<file path="src/rtl/icache_mem_fetcher.sv">
// icache_mem_fetcher: instruction-cache refill engine.
// Serves two cache miss channels (q1 over q2) by reading each 32-bit word
// as four byte reads from the byte-wide RAM port. The assembled word comes
// back with a one-cycle ready pulse on the channel that asked for it.
//
// state  | meaning
// -------+---------------------------------------------------------------
// IDLE   | no fetch owns the RAM port; accept a request when granted
// ISSUE  | stepping the byte addresses and capturing returned bytes
// DONE   | word delivered (ready high); may accept the next request
module icache_mem_fetcher #(
  parameter int ADDR_WIDTH = 32,
  parameter int MEM_LAT    = 1
) (
  input  logic                  clk_in,
  input  logic                  rst_in,
  input  logic                  rdy_in,
  input  logic                  q1_valid,
  input  logic [ADDR_WIDTH-1:0] q1_addr,
  output logic [31:0]           q1_result,
  output logic                  q1_ready,
  input  logic                  q2_valid,
  input  logic [ADDR_WIDTH-1:0] q2_addr,
  output logic [31:0]           q2_result,
  output logic                  q2_ready,
  input  logic                  rob_clear,
  input  logic                  mem_gnt,
  output logic                  mem_busy,
  input  logic [7:0]            mem_din,
  output logic [ADDR_WIDTH-1:0] mem_a,
  output logic                  mem_wr,
  output logic [7:0]            mem_dout
);

  localparam logic [1:0] S_IDLE  = 2'd0;
  localparam logic [1:0] S_ISSUE = 2'd1;
  localparam logic [1:0] S_DONE  = 2'd2;

  // cnt counts cycles spent in ISSUE; the first byte returns MEM_LAT cycles
  // after its address, so capture runs from CAP_FIRST to CAP_LAST inclusive.
  localparam logic [2:0] ADDR_LAST = 3'd3;
  localparam logic [2:0] CAP_FIRST = 3'(MEM_LAT);
  localparam logic [2:0] CAP_LAST  = 3'(MEM_LAT + 3);
  localparam logic [ADDR_WIDTH-1:0] ADDR_ONE = {{(ADDR_WIDTH-1){1'b0}}, 1'b1};

  logic [1:0]            state;
  logic [2:0]            cnt;
  logic                  sel_q2;
  logic [23:0]           asm_bytes;
  logic                  accept;
  logic [ADDR_WIDTH-1:0] req_base;
  logic                  unused_addr_lsbs;

  // Read-only port towards the RAM.
  assign mem_wr   = 1'b0;
  assign mem_dout = 8'h00;

  // Word requests are aligned down; the low address bits carry no meaning.
  assign unused_addr_lsbs = ^{q1_addr[1:0], q2_addr[1:0]};

  // Request selection: q1 wins whenever both channels ask.
  assign accept   = mem_gnt && (q1_valid || q2_valid);
  assign req_base = q1_valid ? {q1_addr[ADDR_WIDTH-1:2], 2'b00}
                             : {q2_addr[ADDR_WIDTH-1:2], 2'b00};

  // Fetch sequencer: accept, step byte addresses, assemble, deliver.
  always_ff @(posedge clk_in) begin
    if (!rst_in) begin
      state     <= S_IDLE;
      cnt       <= 3'd0;
      sel_q2    <= 1'b0;
      asm_bytes <= 24'd0;
      mem_a     <= '0;
      mem_busy  <= 1'b0;
      q1_ready  <= 1'b0;
      q2_ready  <= 1'b0;
      q1_result <= 32'd0;
      q2_result <= 32'd0;
    end else if (rob_clear) begin
      // Drop the partial word; delivered results stay visible.
      state     <= S_IDLE;
      cnt       <= 3'd0;
      asm_bytes <= 24'd0;
      mem_busy  <= 1'b0;
      q1_ready  <= 1'b0;
      q2_ready  <= 1'b0;
    end else if (rdy_in) begin
      q1_ready <= 1'b0;
      q2_ready <= 1'b0;
      case (state)
        S_IDLE, S_DONE: begin
          if (accept) begin
            sel_q2   <= !q1_valid;
            mem_a    <= req_base;
            mem_busy <= 1'b1;
            cnt      <= 3'd0;
            state    <= S_ISSUE;
          end else begin
            mem_busy <= 1'b0;
            state    <= S_IDLE;
          end
        end
        S_ISSUE: begin
          cnt <= cnt + 3'd1;
          if (cnt < ADDR_LAST) begin
            mem_a <= mem_a + ADDR_ONE;
          end
          if (cnt >= CAP_FIRST && cnt < CAP_LAST) begin
            asm_bytes <= {mem_din, asm_bytes[23:8]};
          end
          if (cnt == CAP_LAST) begin
            state <= S_DONE;
            if (sel_q2) begin
              q2_result <= {mem_din, asm_bytes};
              q2_ready  <= 1'b1;
            end else begin
              q1_result <= {mem_din, asm_bytes};
              q1_ready  <= 1'b1;
            end
          end
        end
        default: state <= S_IDLE;
      endcase
    end
  end

endmodule

</file>
<file path="config.mk">
export PLATFORM = sky130hd
export DESIGN_NAME = icache_mem_fetcher
export DESIGN_NICKNAME = d
export VERILOG_FILES = /design/src/rtl/icache_mem_fetcher.sv
export SDC_FILE = /design/constraint.sdc
export NUM_CORES = 1
export LEC_CHECK = 0
export CORE_MARGIN = 3
export CORE_UTILIZATION = 50
export DETAILED_ROUTE_END_ITERATION = 16
export PLACE_DENSITY = 0.85
export SYNTH_ARGS = -nofsm -noshare
export SYNTH_HDL_FRONTEND = slang
export SYNTH_SLANG_ARGS = --single-unit
</file>
<file path="constraint.sdc">
create_clock -name clk_in -period 6 [get_ports clk_in]
set_clock_uncertainty 0.2 [all_clocks]
set_input_delay 0.9 -clock clk_in [delete_from_list [all_inputs] [get_ports clk_in]]
set_output_delay 0.9 -clock clk_in [all_outputs]
set_load 0.05 [all_outputs]
</file>
==> impl_metrics.yaml <==
floorplan:
  die_height_um: 115
  io_pins: 187
  core-area_um2: 11500
  dieArea_um2: 13200
  die-width_um: 115
  rows: 39
  start_util: 0.514
logic_synthesis:
  synthArstFlopShare: 0
  yosys_most_used_dff: "dfxtp_1"
  synth_edf_count: 0
  synth_cell_type_count: 62
  ys_warn_count: 0
  netlist_area_um2: 5920
  synth-seq-cells: 129
  ys_seq_area_frac: 0.436
  syn_inst: 772
  syn_avg_cell_area_um2: 7.67
cts:
  clk_pin_slew_ns: 0.06
  clk_path_buf_depth: 2
  hold_buffers: 0
  cts_buffers: 17
  clkLatencyLatePin_ns: 0.41
  cts_setup_buffers: 0
  cts_sinks: 129
  ctsResizeCount: 0
  clockRootBuffer: "clkbuf_16"
  cts_tree: "built"
  htreeDepth: 4
worst_setup_path:
  path_cells: "clkdlybuf4s50_1 -> inv_2 -> nor4b_2 -> or2_1 -> nand2_1 -> o22ai_1"
  required_ns: 6.12
  reg2reg_slack_ns: 2.53
  startpoint_type: "input pin"
  cp_max_fo: 27
  crit_slowest_cell: "or2_1"
  crit_path_end_kind: "flop"
  reg2reg_from: "state[0]"
  worstSetupPathType: "in -> reg"
  r2r_cells: 5
  critPathMaxStageDelay_ns: 0.84
  arrival_ns: 3.65
  r2r-end: "mem_a[8]"
grt:
  grt.total_usage: 0.261
  grt_pass1_vias: 5660
  grt_max_degree: 50
  overflow: 0
  antenna_found_initial: 0
  grt_pass1_wl_mm: 28.0
layout:
  nFillCells: 895
  drive_above_1_share: 0.0742
  final_core_util: 0.716
  syn2layout_area_growth_pct: 39.2
  num_antenna_cells: 0
  nets: 1000
timing:
  finalSetupViolations: 0
  relSlewSlack: 0.329
  tns_ns: 0
  grt_setup_unrepaired: "no"
  fmax_mhz: 284
  slew_violations: 0
  post-route-min-period_ns: 3.52
  worst_pin_slew_ns: 1.00
  period_share: 0.587
  hold_viol_final: 0
route:
  wl_mm: 17.6
  first_pass_iters: 5
  avgRoutedWirePerCell_um: 16.4
  drc: 0
  vias_per_cell: 5.74
  ant_nets: 0
  dr_total_vias: 6156
  first_iter_violations: 555
placed_design:
  port_buffers: 173
  place_congestion: 0.875
  dp_hpwl_mm: 11.6
power:
  p_total_mw: 2.12
  power.density_nw_per_um2: 258
  power_leakage_nw: 2.85
  peakVddDrop_mv: 0.164
job:
  cap_violations: 0
outcome:
  outcome: "finished, final reports clean"
hold_path:
  whs_path_depth: 2
  hold_class: "reg -> reg"
  min_from: "q2_result[31]"
  hold_end: "q2_result[31]"
==> per-stage QoR <==
| stage | instance area, um^2 | worst slack [ns] | std cells | hold WS, ns |
|---|---|---|---|---|
| 6_report | 8240 | 2.48 | 1073 | 0.252 |
| 3_3_place_gp | 7640 | 2.16 | 1041 | 0.241 |
| 2_1_floorplan | 5950 | 3.40 | 780 | 0.245 |
| 3_5_place_dp | 7640 | 2.13 | 1041 | 0.246 |
| 5_1_grt | 8240 | 2.30 | 1073 | 0.271 |
| 4_1_cts | 8240 | 2.55 | 1073 | 0.254 |
==> kinds of logic (layout without fill, tap and decap cells) <==
logic type               count (synthesis)  in the layout  share of synthesized area
XOR/XNOR                                 1              1                    0.00148
flip-flops                             129            129                      0.436
other                                    1              9                   0.000634
AND/OR/NAND/NOR                        337            337                      0.256
buffers and inverters                   69            219                     0.0528
multiplexers                            30             30                     0.0518
adder cells (fa/ha/maj)                  4              4                    0.00846
AO/OA/AOI/OAI                          201            201                      0.193
==> synth_stat cells (2+ instances only) <==
| cell | count | share of area |
|---|---|---|
| nand2_1 | 204 | 0.13 |
| dfxtp_1 | 129 | 0.44 |
| a21oi_1 | 127 | 0.11 |
| nor2_1 | 52 | 0.033 |
| clkbuf_1 | 40 | 0.025 |
| o21ai_0 | 29 | 0.025 |
| mux2i_1 | 25 | 0.042 |
| nand3_1 | 23 | 0.019 |
| nor3_1 | 13 | 0.011 |
| a31oi_1 | 12 | 0.013 |
| buf_4 | 11 | 0.014 |
| nand4_1 | 9 | 0.0095 |
| buf_2 | 8 | 0.0068 |
| and3_1 | 5 | 0.0053 |
| mux2_2 | 5 | 0.0095 |
| ha_1 | 4 | 0.0085 |
| inv_1 | 4 | 0.0025 |
| a211oi_1 | 3 | 0.0038 |
| a41o_1 | 3 | 0.0051 |
| and2_1 | 3 | 0.0032 |
| nor4_1 | 3 | 0.0032 |
| o21a_1 | 3 | 0.0038 |
| o22ai_1 | 3 | 0.0032 |
| or3_1 | 3 | 0.0032 |
| a31o_2 | 2 | 0.0030 |
| and3_2 | 2 | 0.0025 |
| and4_1 | 2 | 0.0030 |
| buf_1 | 2 | 0.0013 |
| clkbuf_2 | 2 | 0.0017 |
| nand2b_1 | 2 | 0.0021 |
| nor2b_1 | 2 | 0.0021 |
| nor3b_1 | 2 | 0.0025 |
| nor4_2 | 2 | 0.0042 |
| nor4_4 | 2 | 0.0072 |
| o211a_1 | 2 | 0.0034 |
| o211ai_1 | 2 | 0.0025 |
| o221a_2 | 2 | 0.0038 |
==> worst max-delay path by stage <==
stage,endpoint,depth (start not counted),slack [ns],from
floorplan,mem_a[19],8,3.40,q1_valid
global placement,mem_a[9],6,2.16,rdy_in
detailed placement,mem_a[9],6,2.13,rdy_in
CTS,mem_a[9],6,2.55,rdy_in
global route,mem_a[8],7,2.30,q1_valid
finish,mem_a[8],6,2.48,rdy_in
==> sequential cells by signal (all words and copies together) (netlist names) <==
register,count
q2_result,32
asm_bytes,24
q1_ready,1
mem_busy,1
sel_q2,1
state,2
mem_a,32
q1_result,32
cnt,3
q2_ready,1
==> cells in the final DEF (no fill, tap or decap), types with 3 or more instances in the layout <==
cell type / n
and3_1: 5
clkinv_4: 3
nor4_1: 3
mux2_2: 5
clkinvlp_4: 3
o21a_1: 3
ha_1: 4
buf_4: 8
dfxtp_1: 129
nor2_1: 51
mux2i_1: 25
nor3_1: 12
nand3_1: 23
nand2_1: 204
a31oi_1: 12
clkdlybuf4s50_1: 172
o22ai_1: 3
o21ai_0: 29
conb_1: 9
or3_1: 3
a211oi_1: 3
a21oi_1: 127
nand4_1: 9
inv_6: 5
inv_1: 4
clkbuf_16: 17
a41o_1: 3
and2_1: 3
==> layer usage <==
metal,GRT usage,share of wire
met5,0,0
met4,0.0845,0.021
met3,0.0611,0.075
met2,0.425,0.48
met1,0.345,0.42
==> cell type report <==
class | count | area, um^2 | area share
multi-input combinational | 582 | 3070 | 0.373
sequential | 129 | 2580 | 0.313
clock inverter | 15 | 174 | 0.0211
timing repair buffer | 181 | 1790 | 0.217
clock buffer | 17 | 425 | 0.0516
tap | 143 | 179 | 0.0217
inverter | 6 | 22.5 | 0.00273
==> worst max-delay path: cells and delay by family <==
kind / cells / cell delay (ns)
compound gates: 1 / 0.27
buf+inv: 2 / 0.74
simple gates: 3 / 1.72
==> where the power goes <==
group          switching (mW)  internal (mW)
registers              0.0151          0.866
logic                   0.111         0.0862
clock network           0.423          0.623
No activity file was read; power rests on OpenSTA's default activity.
